`config.mk`:
```
export PLATFORM = sky130hd
export DESIGN_NAME = lt24_frame_reader
export DESIGN_NICKNAME = d
export VERILOG_FILES = /design/src/rtl/lt24_frame_reader.sv
export SDC_FILE = /design/constraint.sdc
export NUM_CORES = 1
export LEC_CHECK = 0
export BUFFER_PORTS_ARGS = -buffer_cell sky130_fd_sc_hd__buf_2
export CORE_MARGIN = 2
export CORE_UTILIZATION = 35
export CTS_BUF_LIST = sky130_fd_sc_hd__clkbuf_4
export CTS_CLUSTER_SIZE = 30
export DETAILED_ROUTE_END_ITERATION = 8
export PLACE_DENSITY = 0.5
export SLEW_MARGIN = 20
export SYNTH_ARGS = -nofsm -noshare
export SYNTH_HDL_FRONTEND = slang
export SYNTH_SLANG_ARGS = --single-unit
export TNS_END_PERCENT = 1
```
`constraint.sdc`:
```
create_clock -name clk -period 3.7 [get_ports clk]
set_clock_uncertainty 0.05 [all_clocks]
set_input_delay 0.185 -clock clk [delete_from_list [all_inputs] [get_ports clk]]
set_output_delay 0.185 -clock clk [all_outputs]
set_load 0.005 [all_outputs]
```
`src/rtl/lt24_frame_reader.sv`:
```
// lt24_frame_reader
// Avalon-MM read master that walks a frame buffer in on-chip memory and
// streams RGB565 pixels to the LT24 display writer. Each 32-bit word holds
// two pixels, low half first. A small word FIFO decouples memory reads from
// display back-pressure.
//
// Ports:
//   clk, reset        system clock, asynchronous active-high reset
//   start             single-cycle frame request (ignored while busy)
//   busy              high from accepted start until done
//   done              one-cycle pulse after the last pixel is accepted
//   mem_address       word address presented with mem_chipselect
//   mem_chipselect    read strobe
//   mem_write         tied low
//   mem_byteenable    tied to all bytes
//   mem_clken         tied high
//   mem_readdata      read data, valid the cycle after the address
//   pix_data          RGB565 pixel
//   pix_valid         pixel available
//   pix_ready         sink accepts the pixel
//   pix_sof, pix_eof  first / last pixel of the frame
module lt24_frame_reader #(
  parameter int ADDR_W     = 16,
  parameter int BASE_WORD  = 0,
  parameter int NUM_WORDS  = 38400,
  parameter int FIFO_DEPTH = 8
) (
  input  logic              clk,
  input  logic              reset,
  input  logic              start,
  output logic              busy,
  output logic              done,
  output logic [ADDR_W-1:0] mem_address,
  output logic              mem_chipselect,
  output logic              mem_write,
  output logic [3:0]        mem_byteenable,
  output logic              mem_clken,
  input  logic [31:0]       mem_readdata,
  output logic [15:0]       pix_data,
  output logic              pix_valid,
  input  logic              pix_ready,
  output logic              pix_sof,
  output logic              pix_eof
);

  localparam int PTR_W = (FIFO_DEPTH > 1) ? $clog2(FIFO_DEPTH) : 1;
  localparam int CNT_W = PTR_W + 1;
  localparam int WC_W  = $clog2(NUM_WORDS + 1);
  localparam int PC_W  = $clog2(2 * NUM_WORDS + 1);

  localparam logic [WC_W-1:0]   LAST_WORD = WC_W'(NUM_WORDS - 1);
  localparam logic [WC_W-1:0]   WORD_ONE  = WC_W'(1);
  localparam logic [WC_W-1:0]   WORD_ZERO = WC_W'(0);
  localparam logic [PC_W-1:0]   LAST_PIX  = PC_W'(2 * NUM_WORDS - 1);
  localparam logic [PC_W-1:0]   PIX_ONE   = PC_W'(1);
  localparam logic [PC_W-1:0]   PIX_ZERO  = PC_W'(0);
  localparam logic [PTR_W-1:0]  PTR_ONE   = PTR_W'(1);
  localparam logic [CNT_W-1:0]  CNT_ONE   = CNT_W'(1);
  localparam logic [CNT_W-1:0]  CNT_ZERO  = CNT_W'(0);
  localparam logic [CNT_W:0]    DEPTH_C   = (CNT_W + 1)'(FIFO_DEPTH);
  localparam logic [ADDR_W-1:0] BASE_C    = ADDR_W'(BASE_WORD);

  typedef enum logic [1:0] {
    ST_IDLE  = 2'd0,
    ST_RUN   = 2'd1,
    ST_DRAIN = 2'd2
  } state_t;

  state_t              state_r, state_nxt_s;
  logic [WC_W-1:0]     word_cnt_r;
  logic [PC_W-1:0]     pix_cnt_r;
  logic                busy_r, done_r;
  logic                cs_r;
  logic                pend_r;
  logic [ADDR_W-1:0]   addr_r;
  logic [31:0]         fifo_mem_r [FIFO_DEPTH];
  logic [PTR_W-1:0]    wr_ptr_r, rd_ptr_r;
  logic [CNT_W-1:0]    fifo_cnt_r;
  logic                half_r;
  logic [15:0]         pix_data_r;
  logic                pix_valid_r, pix_sof_r, pix_eof_r;

  logic                accept_s, issue_s, finish_s;
  logic                xfer_s, load_s, pop_s, push_s, fifo_empty_s, credit_s;
  logic [1:0]          outstanding_s;
  logic [CNT_W:0]      in_flight_s;
  logic [31:0]         head_s;

  assign accept_s     = (state_r == ST_IDLE) && start;
  assign xfer_s       = pix_valid_r && pix_ready;
  assign fifo_empty_s = (fifo_cnt_r == CNT_ZERO);
  // The output register refills whenever it is empty or being drained.
  assign load_s       = !fifo_empty_s && (!pix_valid_r || pix_ready);
  // A word leaves the FIFO once its upper half moves into the output register.
  assign pop_s        = load_s && half_r;
  // Read data arrives one cycle after the strobe is presented.
  assign push_s       = pend_r;
  assign head_s       = fifo_mem_r[rd_ptr_r];

  // Reads still in flight (strobe presented, or data arriving now) reserve
  // FIFO space so that a response never finds the FIFO full.
  assign outstanding_s = {1'b0, cs_r} + {1'b0, pend_r};
  assign in_flight_s   = {1'b0, fifo_cnt_r} + {{(CNT_W - 1){1'b0}}, outstanding_s};
  assign credit_s      = (in_flight_s < DEPTH_C);

  // Next-state and read-issue decisions
  always_comb begin
    state_nxt_s = state_r;
    issue_s     = 1'b0;
    finish_s    = 1'b0;
    case (state_r)
      ST_IDLE: begin
        if (start) begin
          state_nxt_s = ST_RUN;
        end else begin
          state_nxt_s = ST_IDLE;
        end
      end
      ST_RUN: begin
        if (credit_s) begin
          issue_s = 1'b1;
          if (word_cnt_r == LAST_WORD) begin
            state_nxt_s = ST_DRAIN;
          end else begin
            state_nxt_s = ST_RUN;
          end
        end else begin
          issue_s     = 1'b0;
          state_nxt_s = ST_RUN;
        end
      end
      ST_DRAIN: begin
        if (xfer_s && pix_eof_r && fifo_empty_s) begin
          finish_s    = 1'b1;
          state_nxt_s = ST_IDLE;
        end else begin
          finish_s    = 1'b0;
          state_nxt_s = ST_DRAIN;
        end
      end
      default: begin
        state_nxt_s = ST_IDLE;
      end
    endcase
  end

  // FSM state register
  always_ff @(posedge clk or posedge reset) begin
    if (reset) begin
      state_r <= ST_IDLE;
    end else begin
      state_r <= state_nxt_s;
    end
  end

  // Frame control, word counter and registered memory strobe/address
  always_ff @(posedge clk or posedge reset) begin
    if (reset) begin
      busy_r     <= 1'b0;
      done_r     <= 1'b0;
      word_cnt_r <= WORD_ZERO;
      cs_r       <= 1'b0;
      pend_r     <= 1'b0;
      addr_r     <= BASE_C;
    end else begin
      done_r <= finish_s;
      cs_r   <= issue_s;
      pend_r <= cs_r;
      if (accept_s) begin
        busy_r <= 1'b1;
      end else if (finish_s) begin
        busy_r <= 1'b0;
      end
      if (accept_s) begin
        word_cnt_r <= WORD_ZERO;
      end else if (issue_s) begin
        word_cnt_r <= word_cnt_r + WORD_ONE;
      end
      if (issue_s) begin
        // Truncation to ADDR_W gives the modulo-2^ADDR_W wrap.
        addr_r <= BASE_C + ADDR_W'(word_cnt_r);
      end
    end
  end

  // FIFO storage; contents are discarded on reset via the pointers
  always_ff @(posedge clk) begin
    if (push_s) begin
      fifo_mem_r[wr_ptr_r] <= mem_readdata;
    end
  end

  // FIFO pointers and occupancy
  always_ff @(posedge clk or posedge reset) begin
    if (reset) begin
      wr_ptr_r   <= {PTR_W{1'b0}};
      rd_ptr_r   <= {PTR_W{1'b0}};
      fifo_cnt_r <= CNT_ZERO;
    end else begin
      if (push_s) begin
        wr_ptr_r <= wr_ptr_r + PTR_ONE;
      end
      if (pop_s) begin
        rd_ptr_r <= rd_ptr_r + PTR_ONE;
      end
      case ({push_s, pop_s})
        2'b10:   fifo_cnt_r <= fifo_cnt_r + CNT_ONE;
        2'b01:   fifo_cnt_r <= fifo_cnt_r - CNT_ONE;
        default: fifo_cnt_r <= fifo_cnt_r;
      endcase
    end
  end

  // Registered pixel output with half-word unpacking and frame flags
  always_ff @(posedge clk or posedge reset) begin
    if (reset) begin
      pix_data_r  <= 16'h0000;
      pix_valid_r <= 1'b0;
      pix_sof_r   <= 1'b0;
      pix_eof_r   <= 1'b0;
      pix_cnt_r   <= PIX_ZERO;
      half_r      <= 1'b0;
    end else if (accept_s) begin
      pix_cnt_r <= PIX_ZERO;
      half_r    <= 1'b0;
    end else if (load_s) begin
      pix_data_r  <= half_r ? head_s[31:16] : head_s[15:0];
      pix_valid_r <= 1'b1;
      pix_sof_r   <= (pix_cnt_r == PIX_ZERO);
      pix_eof_r   <= (pix_cnt_r == LAST_PIX);
      pix_cnt_r   <= pix_cnt_r + PIX_ONE;
      half_r      <= ~half_r;
    end else if (xfer_s) begin
      pix_valid_r <= 1'b0;
      pix_sof_r   <= 1'b0;
      pix_eof_r   <= 1'b0;
    end
  end

  assign busy           = busy_r;
  assign done           = done_r;
  assign mem_address    = addr_r;
  assign mem_chipselect = cs_r;
  assign mem_write      = 1'b0;
  assign mem_byteenable = 4'hF;
  assign mem_clken      = 1'b1;
  assign pix_data       = pix_data_r;
  assign pix_valid      = pix_valid_r;
  assign pix_sof        = pix_sof_r;
  assign pix_eof        = pix_eof_r;

endmodule

```
== Word level (Yosys, flattened, before mapping) ==
Memory sizes are Yosys's and may differ from the RTL's.
Cells that the tools add are included.
Storage, ports and cells
  RAM bits: 256
  bits of input ports: 36
  register bits: 85
  output and inout port bits: 44
  memories: 1
Cells by class
  reduce and logical (&&, ||, !) cells: 19
  $lt $le $gt $ge: 1
  equal/unequal tests: 6
  bitwise operators: 2
  multiplexer cells: 25
  add/subtract/negate cells: 8
Memories
  fifo_mem_r: words 8, bits a word 32, read ports 1, clocked after memory_dff 0, write ports 1, RTL line 76  | logic [31:0] fifo_mem_r [FIFO_DEPTH];
Operators with widths (count)
  $mux 16: 3
  $mux 17: 2
  $add 17x1->17 const B: 1
  $eq 17x17->1 const B: 1
  $logic_not 17->1: 1
  $add 16x1->16 const B: 1
  $eq 16x16->1 const B: 1
  $mux 1: 15
  $reduce_bool 2->1: 5
  $pmux 4 s2: 1
  $add 3x1->3 const B: 2
  $logic_and 1x1->1: 6
  $mux 2: 3
  $pmux 2 s3: 1
  $add 4x2->5: 1
  $lt 5x4->1 const B: 1
  $add 4x1->4 const B: 1
  $eq 2x1->1 const B: 2
  $eq 2x2->1 const B: 2
  $logic_not 4->1: 1
  $reduce_and 2->1: 2
  $sub 4x1->4 const B: 1
  $add 1x1->2: 1
  $logic_not 1->1: 2
  other kinds (3): 4

== Depth between registers and ports, before layout ==
  depth in word-level cells: 7
  mapped depth: 13
  gate-level depth less buffers: 11

== Worst setup path before layout ==
No wires, ideal clock.
  kind: register -> register
  from: reg pend_r
  to: mem fifo_mem_r[0][0] (enable)
  cell stages (with the launch flop): 4
  clock period less this slack: 3296 ps
  library setup time: 461 ps
  data required time: 3189 ps
  path slack: 404 ps
  data arrival time: 2785 ps
  path through: dfrtp_1 > clkbuf_2 > nand2b_1 > nor3_1
Between the ends
  cells in the longest elaborated chain, start to end: 2
Ends and longest elaborated chain
  from (decl): RTL line 74  | logic pend_r;
  from (signal assigned): RTL line 168  | pend_r <= cs_r;
  $mux 1: RTL line 188  | if (push_s) begin
  $mux 1 (not written as such): RTL line 189  | fifo_mem_r[wr_ptr_r] <= mem_readdata;
  to (decl): RTL line 76
Every way passes these cells.

== Worst setup path in the final report ==
  from: reg fifo_cnt_r[2]
  to: reg fifo_cnt_r[2]
Between the ends
  cells in the longest elaborated chain, start to end: 6
  elaborated cells on any way between the ends: 10
  those cells by class: add/sub: 2; eq/ne: 2; mux: 1; reduce/logical: 5
Ends and longest elaborated chain
  from (decl): RTL line 78  | logic [CNT_W-1:0] fifo_cnt_r;
  from (signal assigned): RTL line 207  | 2'b10: fifo_cnt_r <= fifo_cnt_r + CNT_ONE;
  from (signal assigned): RTL line 208  | 2'b01: fifo_cnt_r <= fifo_cnt_r - CNT_ONE;
  from (signal assigned): RTL line 209  | default: fifo_cnt_r <= fifo_cnt_r;
  $logic_not 4->1: RTL line 91  | assign fifo_empty_s = (fifo_cnt_r == CNT_ZERO);
  $logic_not 1->1: RTL line 93  | assign load_s = !fifo_empty_s && (!pix_valid_r || pix_ready);
  $logic_and 1x1->1: RTL line 93
  $logic_and 1x1->1: RTL line 95  | assign pop_s = load_s && half_r;
  $eq 2x1->1 or $eq 2x2->1 (tied branches): RTL line 206  | case ({push_s, pop_s})
  $pmux 4 s2 or $reduce_bool 2->1 (tied branches)
Parallel ways exist; a longest one is shown, timed or not.
A chain may end at the register's enable or synchronous reset.

==> reports/summary.txt <==
Setup Slack @ Placement -> 1.08 ns
Ys Warns -> 0
Area growth syn-to-layout -> 19.3%
synthesized netlist cell count -> 768
CTS-repair resized insts -> 0
Synth async-reset ratio -> 24.9%
slowest stage delay, CP -> 0.46 ns
Non-Filler Instances -> 1,542
# hold bufs at CTS -> 36
FP Rows -> 72
first-pass GRT wire length -> 47,000 um
IO Port Bufs -> 73
Worst Tran Pin Value -> 1.04 ns
arrival time of the worst setup path -> 3.20 ns
# Max-Cap Violations -> 0
drt drc -> 0
Worst EP required -> 4.26 ns
Power per Cell Area -> 742 mW/mm^2
Synth Flop Type -> edfxtp_1
Final Hold Viols -> 0
full die area -> 0.0405 mm^2
Final TNS setup -> 0 ns
fmax -> 378 MHz
reg2reg setup slack -> 1.06 ns
final setup vio count -> 0
WP buf/inv -> 2
worst-path cell chain -> nor4_2 > buf_4 > nor2_1 > nand2_1 > inv_1 > ha_1 > xor2_1 > ha_1 > a21oi_1 > xor2_1 > nor2_1 > xor2_1
vias per cell -> 4.95
Worst Setup SP -> fifo_cnt_r[2]
leakage power -> 5.82 nW
clk sink count -> 341
FILL cells -> 3,577
min-delay src -> mem_readdata[0]
cell area after placement -> 0.0147 mm^2
most common cell in the netlist -> edfxtp_1
vias in the first global route -> 8,069
PnR worst setup slack -> 1.06 ns
status -> completed
clock buffer depth -> 3
HPWL Detailed -> 16,500 um
kind of start point of the critical path -> register
worst-path maximum fanout -> 12
multi-input logic area -> 0.00362 mm^2
Crit-path slowest cell -> dfrtp_1
core area -> 0.0385 mm^2
Via Count -> 7,637
Placed Cells -> 1,339
1st-pass router iterations -> 5
Storage cell area -> 0.00982 mm^2
antenna violations before repair -> 2
cts bufs inserted -> 90
pin count of the biggest net entering global routing -> 66
DR WL/cell -> 19.6 um
die height -> 201 um
register area share after synthesis -> 72.2%
ranking of synthesized cells by area -> edfxtp_1 57%, dfrtp_1 16%, mux4_2 11%, mux2_2 2.8%, o22ai_1 1.5%
htree depth -> 3
RSZ-0062 raised after global routing -> no
Max Slew Vio Count -> 0
post-route cell area -> 0.0162 mm^2
final core occ -> 42.2%
worst vdd ir -> 300 uV
Min-Delay Path Class -> input port to register
WS Path Type -> register to register
Post-synth EDFFs -> 256
worst r2r src -> fifo_cnt_r[2]
All-Layer GR Usage -> 15.4%
Yosys top cell by area -> edfxtp_1
width of the die -> 201 um
clk_lat worst skew -> 0.77 ns
Reg clk slew, reported paths -> 0.06 ns
nets@finish -> 994
routability cong. -> 0.722
num ports -> 80
worst relative slew slack -> 30.5%
DR iter-0 viols -> 474
post-synth top area share -> 56.5%
Crit. End Element -> register
TritonCTS clock tree -> built
routed wire length -> 30,200 um
#FFs+latches synth -> 341
Routed Antenna Nets -> 0
fin crit period -> 2.64 ns
share of post-route cells with drive strength above 1 -> 35.0%
Worst path most repeated cell -> xor2_1
Netlist Area Pre-Place -> 0.0136 mm^2
final critical-path share of the clock period -> 71.4%
CTS Root Cell -> clkbuf_4
Netlist cell types -> 53
Starting Density -> 35.4%
setup bufs post-CTS -> 0
commonest cells in the synthesized netlist -> 256 x edfxtp_1, 85 x dfrtp_1, 64 x mux4_2
delay-heaviest family, CP -> simple AND/OR/NAND/NOR gates
GRT overflow -> 0
Mean Syn Cell Area -> 17.7 um^2
-- placed cells by master (no fill, tap or decap), types with 4 or more instances in the layout --
cell           instances
edfxtp_1             256
clkbuf_4             141
dfrtp_1               83
buf_2                 73
mux4_2                64
a21oi_1               36
dlygate4sd3_1         36
mux2_2                34
o22ai_1               33
nand2_1               29
buf_4                 19
nor2_1                18
clkinv_1              17
o21ai_0               16
nand3_1               13
or3_1                 12
xnor2_1               12
nand2b_1               9
ha_1                   9
inv_1                  8
nand4_1                7
nor4_1                 7
or4_1                  6
xor2_1                 6
nor2_4                 6
conb_1                 6
mux2i_1                5
and4_1                 5
o31ai_1                5
nor3_1                 4
-- path summary, 6_finish.rpt --
| kind | end | depth (start not counted) |
|---|---|---|
| min in group asynchronous | pix_cnt_r[13] | 4 |
| max reg2reg | fifo_cnt_r[2] | 12 |
| min reg2reg | pend_r | 0 |
| min | fifo_mem_r[3][0] | 2 |
| max | fifo_cnt_r[2] | 12 |
| max in group asynchronous | pix_cnt_r[1] | 5 |
-- state kept, by name, summed over array words and instances, names as in the netlist, 2 cells and up --
name,flops
pix_cnt_r,17
state_r,2
wr_ptr_r,3
word_cnt_r,16
mem_address,16
fifo_cnt_r,4
pix_data,16
rd_ptr_r,3
fifo_mem_r,256
-- layout make-up --
type | instances | share of cell area [%]
antenna | 3 | 0.0463
clock buffer | 141 | 6.53
clock inverter | 23 | 0.856
inverter | 9 | 0.224
multi-input combinational | 378 | 22.3
sequential | 341 | 60.5
tap | 518 | 4.00
timing repair buffer | 129 | 5.48
-- kinds of logic after synthesis --
group                    count (synthesis)  share of synthesized area [%]
other                                    2                         0.0552
XOR/XNOR                                18                           1.16
AO/OA/AOI/OAI                          105                           4.65
buffers and inverters                   53                           1.84
multiplexers                           103                           13.8
AND/OR/NAND/NOR                        137                           5.53
adder cells (fa/ha/maj)                  9                          0.828
flip-flops                             341                           72.2
-- stage by stage --
step / hold WS (ns) / total power, mW
floorplan: 0.234 / 7.63
global placement: 0.288 / 8.83
detailed placement: 0.289 / 8.84
CTS: 0.0806 / 12.3
global route: 0.105 / 12.8
finish: 0.191 / 12.0
-- worst reg2reg max path, stage by stage (launching register included) --
cell and delay, ns:
dfrtp_1 0.46, nor4_2 0.30, buf_4 0.22, nor2_1 0.13
nand2_1 0.17, inv_1 0.08, ha_1 0.24, xor2_1 0.18
ha_1 0.19, a21oi_1 0.14, xor2_1 0.16, nor2_1 0.06
xor2_1 0.14
-- report_power, final --
part	switching, mW	internal, mW
logic	1.78	1.57
registers	0.441	4.90
clock network	1.55	1.81
total	3.77	8.28
-- per-layer routing --
| layer | track usage, % | vias to the layer above | routed length [um] |
|---|---|---|---|
| met2 | 24.9 | 193 | 15000 |
| met1 | 19.5 | 3895 | 12900 |
| met4 | 6.61 | 0 | 598 |
| li1 | - | 3499 | - |
| met3 | 4.31 | 50 | 1670 |
| met5 | 0 | - | 0 |
Note: power is estimated with default switching activity, not from simulation.
